==> src/rtl/mem_access_ctrl_if.sv <==
`default_nettype none
// +--------------------------------------------------------------------------+
// | mem_access_ctrl_if                                                       |
// | Pipeline-side load/store request/response bundle for mem_access_ctrl.    |
// | Revision: 1.0                                                            |
// +--------------------------------------------------------------------------+
interface mem_access_ctrl_if #(
  parameter int ADDR_WIDTH = 10
) ();
  logic                  req_valid;
  logic                  req_ready;
  logic                  req_we;
  logic [1:0]            req_size;
  logic                  req_signed;
  logic [ADDR_WIDTH+1:0] req_addr;
  logic [31:0]           req_wdata;
  logic                  rsp_done;
  logic [31:0]           rsp_rdata;
  logic                  rsp_err;

  modport master (
    output req_valid, req_we, req_size, req_signed, req_addr, req_wdata,
    input  req_ready, rsp_done, rsp_rdata, rsp_err
  );

  modport slave (
    input  req_valid, req_we, req_size, req_signed, req_addr, req_wdata,
    output req_ready, rsp_done, rsp_rdata, rsp_err
  );
endinterface
`default_nettype wire

==> src/rtl/mem_access_ctrl.sv <==
`default_nettype none
// +--------------------------------------------------------------------------+
// | mem_access_ctrl                                                          |
// | MEM-stage initiator for the single-port data RAM; sub-word stores are    |
// | done as read-modify-write. Optional macro: MEM_ACCESS_ALIGN_CHECK_EN     |
// | (flags misaligned halfword/word requests as errors).                     |
// | Revision: 1.0                                                            |
// +--------------------------------------------------------------------------+
module mem_access_ctrl #(
  parameter int RAM_WIDTH  = 32,
  parameter int ADDR_WIDTH = 10
) (
  input  wire logic                  clka,
  input  wire logic                  rsta,
  mem_access_ctrl_if.slave           bus,
  output logic [ADDR_WIDTH-1:0]      addra,
  output logic [RAM_WIDTH-1:0]       dina,
  output logic                       wea,
  output logic                       ena,
  input  wire logic [RAM_WIDTH-1:0]  douta
);

  typedef enum logic [2:0] {
    S_IDLE     = 3'd0,
    S_RD_ISSUE = 3'd1,
    S_RD_WAIT  = 3'd2,
    S_WR       = 3'd3,
    S_DONE     = 3'd4
  } state_t;

  localparam logic [1:0] c_SZ_BYTE = 2'b00;
  localparam logic [1:0] c_SZ_HALF = 2'b01;
  localparam logic [1:0] c_SZ_WORD = 2'b10;
  localparam logic [1:0] c_SZ_RSVD = 2'b11;

  state_t                r_state;
  logic                  r_we;
  logic [1:0]            r_size;
  logic                  r_signed;
  logic [1:0]            r_lane;
  logic [RAM_WIDTH-1:0]  r_wdata;
  logic                  r_req_ready;
  logic                  r_rsp_done;
  logic [RAM_WIDTH-1:0]  r_rsp_rdata;
  logic                  r_rsp_err;
  logic [ADDR_WIDTH-1:0] r_addra;
  logic [RAM_WIDTH-1:0]  r_dina;
  logic                  r_wea;
  logic                  r_ena;

  logic                  w_err;
  logic [7:0]            w_byte;
  logic [15:0]           w_half;
  logic [RAM_WIDTH-1:0]  w_load;
  logic [RAM_WIDTH-1:0]  w_merge;

  always_comb begin
    w_err = (bus.req_size == c_SZ_RSVD);
`ifdef MEM_ACCESS_ALIGN_CHECK_EN
    if ((bus.req_size == c_SZ_HALF) && bus.req_addr[0]) w_err = 1'b1;
    if ((bus.req_size == c_SZ_WORD) && (bus.req_addr[1:0] != 2'b00)) w_err = 1'b1;
`endif
  end

  // Little-endian lane extraction from the freshly returned RAM word.
  always_comb begin
    w_byte = douta[{r_lane, 3'b000} +: 8];
    w_half = r_lane[1] ? douta[31:16] : douta[15:0];
    case (r_size)
      c_SZ_BYTE: w_load = {{24{r_signed & w_byte[7]}}, w_byte};
      c_SZ_HALF: w_load = {{16{r_signed & w_half[15]}}, w_half};
      default:   w_load = douta;
    endcase
  end

  always_comb begin
    w_merge = douta;
    case (r_size)
      c_SZ_BYTE: w_merge[{r_lane, 3'b000} +: 8] = r_wdata[7:0];
      c_SZ_HALF: begin
        if (r_lane[1]) w_merge[31:16] = r_wdata[15:0];
        else           w_merge[15:0]  = r_wdata[15:0];
      end
      default:   w_merge = r_wdata;
    endcase
  end

  always_ff @(posedge clka) begin
    if (rsta) begin
      r_state     <= S_IDLE;
      r_we        <= 1'b0;
      r_size      <= 2'b00;
      r_signed    <= 1'b0;
      r_lane      <= 2'b00;
      r_wdata     <= '0;
      r_req_ready <= 1'b1;
      r_rsp_done  <= 1'b0;
      r_rsp_rdata <= '0;
      r_rsp_err   <= 1'b0;
      r_addra     <= '0;
      r_dina      <= '0;
      r_wea       <= 1'b0;
      r_ena       <= 1'b0;
    end else begin
      case (r_state)
        S_IDLE: begin
          if (bus.req_valid && r_req_ready) begin
            r_we        <= bus.req_we;
            r_size      <= bus.req_size;
            r_signed    <= bus.req_signed;
            r_lane      <= bus.req_addr[1:0];
            r_wdata     <= bus.req_wdata;
            r_addra     <= bus.req_addr[ADDR_WIDTH+1:2];
            r_rsp_err   <= w_err;
            r_req_ready <= 1'b0;
            if (w_err) begin
              r_rsp_done <= 1'b1;
              r_state    <= S_DONE;
            end else if (bus.req_we && (bus.req_size == c_SZ_WORD)) begin
              r_dina  <= bus.req_wdata;
              r_wea   <= 1'b1;
              r_ena   <= 1'b1;
              r_state <= S_WR;
            end else begin
              r_ena   <= 1'b1;
              r_state <= S_RD_ISSUE;
            end
          end
        end
        S_RD_ISSUE: begin
          r_ena   <= 1'b0;
          r_state <= S_RD_WAIT;
        end
        S_RD_WAIT: begin
          // douta is valid at this edge; sub-word stores write back the merged word.
          if (r_we) begin
            r_dina  <= w_merge;
            r_wea   <= 1'b1;
            r_ena   <= 1'b1;
            r_state <= S_WR;
          end else begin
            r_rsp_rdata <= w_load;
            r_rsp_done  <= 1'b1;
            r_state     <= S_DONE;
          end
        end
        S_WR: begin
          r_wea      <= 1'b0;
          r_ena      <= 1'b0;
          r_rsp_done <= 1'b1;
          r_state    <= S_DONE;
        end
        S_DONE: begin
          r_rsp_done  <= 1'b0;
          r_req_ready <= 1'b1;
          r_state     <= S_IDLE;
        end
        default: begin
          r_wea       <= 1'b0;
          r_ena       <= 1'b0;
          r_rsp_done  <= 1'b0;
          r_req_ready <= 1'b1;
          r_state     <= S_IDLE;
        end
      endcase
    end
  end

  assign bus.req_ready = r_req_ready;
  assign bus.rsp_done  = r_rsp_done;
  assign bus.rsp_rdata = r_rsp_rdata;
  assign bus.rsp_err   = r_rsp_err;
  assign addra         = r_addra;
  assign dina          = r_dina;
  assign wea           = r_wea;
  assign ena           = r_ena;

endmodule
`default_nettype wire
==> src/flat_wrapper.sv <==
// flat-port wrapper written by rule: the top's interface ports become plain ports
module mem_access_ctrl_flat 
#(
  parameter int RAM_WIDTH  = 32,
  parameter int ADDR_WIDTH = 10
)
  (clka, rsta, addra, dina, wea, ena, douta, bus_req_valid, bus_req_we, bus_req_size, bus_req_signed, bus_req_addr, bus_req_wdata, bus_req_ready, bus_rsp_done, bus_rsp_rdata, bus_rsp_err);
  mem_access_ctrl_if #(.ADDR_WIDTH(ADDR_WIDTH)) bus_i ();
  input  wire logic clka;
  input  wire logic rsta;
  output logic [ADDR_WIDTH-1:0] addra;
  output logic [RAM_WIDTH-1:0] dina;
  output logic wea;
  output logic ena;
  input  wire logic [RAM_WIDTH-1:0] douta;
  input wire logic [$bits(bus_i.req_valid)-1:0] bus_req_valid;
  input wire logic [$bits(bus_i.req_we)-1:0] bus_req_we;
  input wire logic [$bits(bus_i.req_size)-1:0] bus_req_size;
  input wire logic [$bits(bus_i.req_signed)-1:0] bus_req_signed;
  input wire logic [$bits(bus_i.req_addr)-1:0] bus_req_addr;
  input wire logic [$bits(bus_i.req_wdata)-1:0] bus_req_wdata;
  output wire logic [$bits(bus_i.req_ready)-1:0] bus_req_ready;
  output wire logic [$bits(bus_i.rsp_done)-1:0] bus_rsp_done;
  output wire logic [$bits(bus_i.rsp_rdata)-1:0] bus_rsp_rdata;
  output wire logic [$bits(bus_i.rsp_err)-1:0] bus_rsp_err;
  assign bus_i.req_valid = bus_req_valid;
  assign bus_i.req_we = bus_req_we;
  assign bus_i.req_size = bus_req_size;
  assign bus_i.req_signed = bus_req_signed;
  assign bus_i.req_addr = bus_req_addr;
  assign bus_i.req_wdata = bus_req_wdata;
  assign bus_req_ready = bus_i.req_ready;
  assign bus_rsp_done = bus_i.rsp_done;
  assign bus_rsp_rdata = bus_i.rsp_rdata;
  assign bus_rsp_err = bus_i.rsp_err;
  mem_access_ctrl #(.RAM_WIDTH(RAM_WIDTH), .ADDR_WIDTH(ADDR_WIDTH)) u_core (.clka(clka), .rsta(rsta), .bus(bus_i), .addra(addra), .dina(dina), .wea(wea), .ena(ena), .douta(douta));
endmodule
==> config.mk <==
export PLATFORM = sky130hd
export DESIGN_NAME = mem_access_ctrl_flat
export DESIGN_NICKNAME = d
export VERILOG_FILES = /design/src/rtl/mem_access_ctrl_if.sv /design/src/rtl/mem_access_ctrl.sv /design/src/flat_wrapper.sv
export SDC_FILE = /design/constraint.sdc
export NUM_CORES = 1
export LEC_CHECK = 0
export BUFFER_PORTS_ARGS = -buffer_cell sky130_fd_sc_hd__buf_2
export CORE_MARGIN = 2
export CORE_UTILIZATION = 39
export DETAILED_ROUTE_END_ITERATION = 12
export GPL_TIMING_DRIVEN = 1
export SYNTH_ARGS = -nofsm -noshare
export SYNTH_HDL_FRONTEND = slang
export SYNTH_SLANG_ARGS = --single-unit
export TNS_END_PERCENT = 1
==> constraint.sdc <==
create_clock -name clka -period 6 [get_ports clka]
set_input_delay 0.3 -clock clka [delete_from_list [all_inputs] [get_ports clka]]
set_output_delay 0.3 -clock clka [all_outputs]
set_load 0.03 [all_outputs]
Word-level counts from Yosys, hierarchy flattened

Cells that the tools add are included.

Register bits after elaboration: 120
Bits of input ports: 83
Logic and storage cells: 82

Add/subtract/negate cells: 1
Eq/ne operators: 13
Shifts and indexed selects: 3
Mux-type cells: 30
Bitwise operators: 7
Reduce and logical (&&, ||, !) cells: 14

Operators by type and width:

| operator                                                                | count |
|---|---|
| 32-bit one-hot mux with 2 select lines                                  | 3 |
| 32-bit two-way mux                                                      | 4 |
| 16-bit two-way mux                                                      | 3 |
| 32-bit bitwise mux                                                      | 1 |
| 8-bit by 7-bit variable shift with 32-bit output (first input constant) | 1 |
| 32-bit by 6-bit indexed part select with 8-bit output                   | 1 |
| 8-bit by 7-bit indexed part select with 32-bit output                   | 1 |
| 3-bit one-hot mux with 4 select lines                                   | 1 |
| 1-bit two-way mux                                                       | 10 |
| 5-bit AND reduction                                                     | 2 |
| 3-bit two-way mux                                                       | 3 |
| 2-bit by 1-bit != test with 1-bit output (second input constant)        | 4 |
| 4-bit AND reduction                                                     | 2 |
| 5-bit negation with 7-bit output                                        | 1 |
| 3-bit by 2-bit == test with 1-bit output (second input constant)        | 2 |
| 1-bit one-hot mux with 3 select lines                                   | 2 |
| 2-bit AND reduction                                                     | 3 |
| 1-bit inverter                                                          | 5 |
| 2-bit == test (second input constant)                                   | 2 |
| 2-bit != test (second input constant)                                   | 2 |
| 1-bit one-hot mux with 4 select lines                                   | 1 |
| 3-bit by 1-bit == test with 1-bit output (second input constant)        | 1 |
| 3-bit == test (second input constant)                                   | 1 |
| 3-bit logical NOT                                                       | 1 |
| other kinds (9)                                                         | 11 |

Logic depth before layout (Yosys ltp)

Word-level depth: 6
Mapped depth: 8

Worst setup path after synthesis

Ideal clock, no wire load.

Path type: register to register
Start point: register u_core.r_lane[1]
End point: register u_core.r_dina[0] (netlist: u_core.dina[0])
Library setup time: 132 ps
Arrival time: 2237 ps
Slack: 3631 ps
Cell stages (with the launch flop): 8
Path buffers: 1
Cells stage by stage: dfxtp_1 -> clkbuf_1 -> clkinv_1 -> ha_1 -> and3b_1 -> a211o_1 -> a221oi_1 -> o32ai_1

Longest elaborated chain between the ends: 6
Elaborated cells between the ends (all ways): 8
Those cells by class: add/sub (1); shift (2); mux (5)

Ends and longest elaborated chain:

| what                                                                                                                      | RTL line               | source |
|---|---|---|
| start, declared                                                                                                           | mem_access_ctrl.sv:40  | `logic [1:0] r_lane;` |
| start signal, assigned                                                                                                    | mem_access_ctrl.sv:111 | `r_lane <= bus.req_addr[1:0];` |
| 5-bit negation with 7-bit output                                                                                          | mem_access_ctrl.sv:79  | `c_SZ_BYTE: w_merge[{r_lane, 3'b000} +: 8] = r_wdata[7:0];` |
| 8-bit by 7-bit indexed part select with 32-bit output or 8-bit by 7-bit variable shift with 32-bit output (tied branches) | mem_access_ctrl.sv:79  |  |
| 32-bit bitwise mux                                                                                                        | mem_access_ctrl.sv:79  |  |
| 32-bit one-hot mux with 2 select lines *                                                                                  | mem_access_ctrl.sv:78  | `case (r_size)` |
| 32-bit two-way mux *                                                                                                      | mem_access_ctrl.sv:136 | `if (r_we) begin` |
| 32-bit one-hot mux with 2 select lines *                                                                                  | mem_access_ctrl.sv:105 | `case (r_state)` |
| end signal, assigned                                                                                                      | mem_access_ctrl.sv:120 | `r_dina <= bus.req_wdata;` |
| end signal, assigned                                                                                                      | mem_access_ctrl.sv:137 | `r_dina <= w_merge;` |
| end, declared                                                                                                             | mem_access_ctrl.sv:47  | `logic [RAM_WIDTH-1:0] r_dina;` |

Every way passes the cells marked *; elsewhere a longest branch is shown, timed or not. The select of a mux whose other input is x is not followed.
A chain may end at the register's enable or synchronous reset.

Worst setup path in the final report

Start point: register u_core.r_lane[1]
End point: register u_core.r_dina[4] (netlist: u_core.dina[4])

Same word-level chain as after synthesis.

==> flow_summary.yaml <==
run_status:
  outcome: "finished clean"
placed_design:
  place_hpwl_um: 14000
  io_buffers: 161
  post-place-cells: 1013
  gp_congestion: 0.854
  dp_worst_setup_slack_ps: 2850
timing:
  layout_setup_ws_ps: 2800
  rsz0062_at_grt: "false"
  max_freq_mhz: 313
  period_share_pct: 53.3
  slew-limit-headroom_pct: 17.3
  hold_violations: 0
  finalSetupTns_ps: 0
  skew_ps: 10.3
  slew_viol_final: 0
  setup_viol: 0
  min_period_ps: 3200
  worst_slew_pin_slew_ps: 1240
synthesis:
  yosysWarnings: 0
  synth.yosys.seq_area_share_pct: 41.6
  synthArstFlopShare_pct: 0
  syn_avg_cell_area_um2: 7.98
  ys_ff_latch: 120
  syn-cell-area_um2: 5770
  synth_nets: 811
  synth_top_area_cell: "dfxtp_1"
  synth_cell_type_count: 50
  synth_area_leaders: "dfxtp_1 (42%), nand2_1 (9.4%), a211oi_1 (4.9%), a221oi_1 (4.9%), a21oi_1 (4.7%)"
  synthCells: 723
  synth_top_cell_area_share_pct: 41.6
  synth_edf_count: 0
  synthFlopType: "dfxtp_1"
grt:
  met2_usage_pct: 37.3
  busiest_layer: "met2"
  antenna_found_initial: 0
  gr-usage-met1_pct: 34.2
  track_usage_pct: 24.8
  grtUsageMet3_pct: 6.16
  overflow: 0
  grt_pass1_vias: 5517
  grt_max_degree: 89
  grt_pass1_wl_um: 30500
cts:
  clock_sinks: 120
  cts-buffers-inserted: 17
  cts_resized: 0
  clk_latency_ps: 420
  cts-htree-levels: 4
  root_buffer: "clkbuf_16"
  cts_setup_buffers: 0
  cts_tree: "yes"
  clockBufferDepth: 2
  clk_pin_slew_ps: 60
  cts.hold.buffers_added: 0
drt:
  finalWirelength_um: 19800
  drtAntennaViolNets: 0
  vias_per_cell: 5.75
  routedWlPerCell_um: 18.9
  dr_total_vias: 6010
  drc_errors: 0
  drtIter0Drc: 602
  first_pass_iters: 7
setup_path:
  cp_slowest_cell: "dfxtp_1"
  worst_setup_path_start_kind: "flop"
  path_delay_family: "flip-flops"
  cp.required_ps: 6270
  arrival_ps: 3470
  cpPeakStageDelay_ps: 890
  critPathBufInv: 1
  crit_path_cell_trace: "clkinv_1 -> ha_1 -> and3b_1 -> a211o_1 -> a221oi_1 -> o32ai_1"
  critPathCaptureType: "flop"
  critPathMaxFanout: 20
  path_class: "flop to flop"
floorplan:
  die_area_um2: 15800
  fp.dieW_um: 126
  row_count: 44
  start_util_pct: 39.8
  core_area_um2: 14500
  ios: 162
  die_height_um: 126
layout:
  nNetsFinal: 936
  layout.cells.non_filler: 1045
  final_common_cell: "buf_2"
  area_growth_pct: 26.0
  diodes: 0
  final_cell_mix: "buf_2 (161), nand2_1 (144), dfxtp_1 (119), nor2_1 (71), a21oi_1 (54)"
  layout-drive-gt1-share_pct: 24.5
power_and_ir_drop:
  peakVddDrop_v: 0.000197
  p_leak_uw: 0.00286
  powerDensity_nw_per_um2: 347
run:
  cap_violations: 0
hold_path:
  hp-class: "primary input to flop"
==> cell type report <==
class / instances / area (µm²)
Timing Repair Buffer: 169 / 866
Sequential cell: 120 / 2400
Fill cell: 1424 / 7210
Tap cell: 184 / 230
Inverter: 36 / 135
Multi-Input combinational cell: 504 / 2990
Clock buffer: 19 / 443
Clock inverter: 13 / 201
==> worst reg2reg max path: cells and delay by family (launching register included) <==
family | cells | cell delay, ps
and+or+nand+nor | 1 | 190
AOI/OAI and AO/OA | 3 | 890
buffers and inverters | 1 | 570
adders and majority gates | 1 | 510
DFF | 1 | 890
==> registers in the layout, indices dropped and copies added (netlist names) <==
signal,flops
u_core.wea,1
u_core.r_wdata,32
u_core.bus.req_ready,1
u_core.r_signed,1
u_core.r_we,1
u_core.bus.rsp_err,1
u_core.r_lane,2
u_core.r_state,3
u_core.bus.rsp_done,1
u_core.addra,10
u_core.ena,1
u_core.r_size,2
u_core.dina,32
u_core.bus.rsp_rdata,32
==> worst paths after layout <==
path                    start              end  cells past startpoint  slack [ps]
min reg2reg   u_core.addra[8]  u_core.addra[8]                      2         450
min           bus_req_addr[9]  u_core.addra[7]                      3         120
max          u_core.r_lane[1]   u_core.dina[4]                      6        2800
max reg2reg  u_core.r_lane[1]   u_core.dina[4]                      6        2800
==> where the power goes <==
group,switching (µW),internal [µW]
Sequential,69.0,859
Clock,372,744
Combinational,316,160
==> through the flow <==
stage / hold WS (ps) / util (%) / area [µm²] / total power, µW
after floorplan: 436 / - / 5770 / 1250
after global placement: 439 / 45.7 / 6620 / 1410
after detailed placement: 446 / 45.7 / 6620 / 1420
after CTS: 106 / 50.2 / 7270 / 2530
after global routing: 118 / 50.2 / 7270 / 2620
final: 120 / 50.2 / 7270 / 2520
==> cell usage after synthesis (10+ instances only) <==
library cell,count
nand2b_1,14
nand2_1,144
dfxtp_1,120
o21ai_0,10
buf_2,15
a221oi_1,32
a21oi_1,54
inv_1,35
mux2i_1,10
clkbuf_1,42
a211oi_1,38
nor2_1,71
o32ai_1,30
==> cells by family after synthesis <==
| group | share of synthesized area (%) |
|---|---|
| simple gates | 21.8 |
| flops | 41.6 |
| compound gates | 26.9 |
| mux | 1.74 |
| fa+ha+maj | 1.08 |
| buf+inv | 6.90 |
==> layer usage <==
metal  part of all wire (%)  vias up
met5                      0        -
met4                    2.4        0
met3                    8.1       32
met2                     44      259
met1                     46     2869
li1                       -     2850
(Power assumes the default switching activity.)
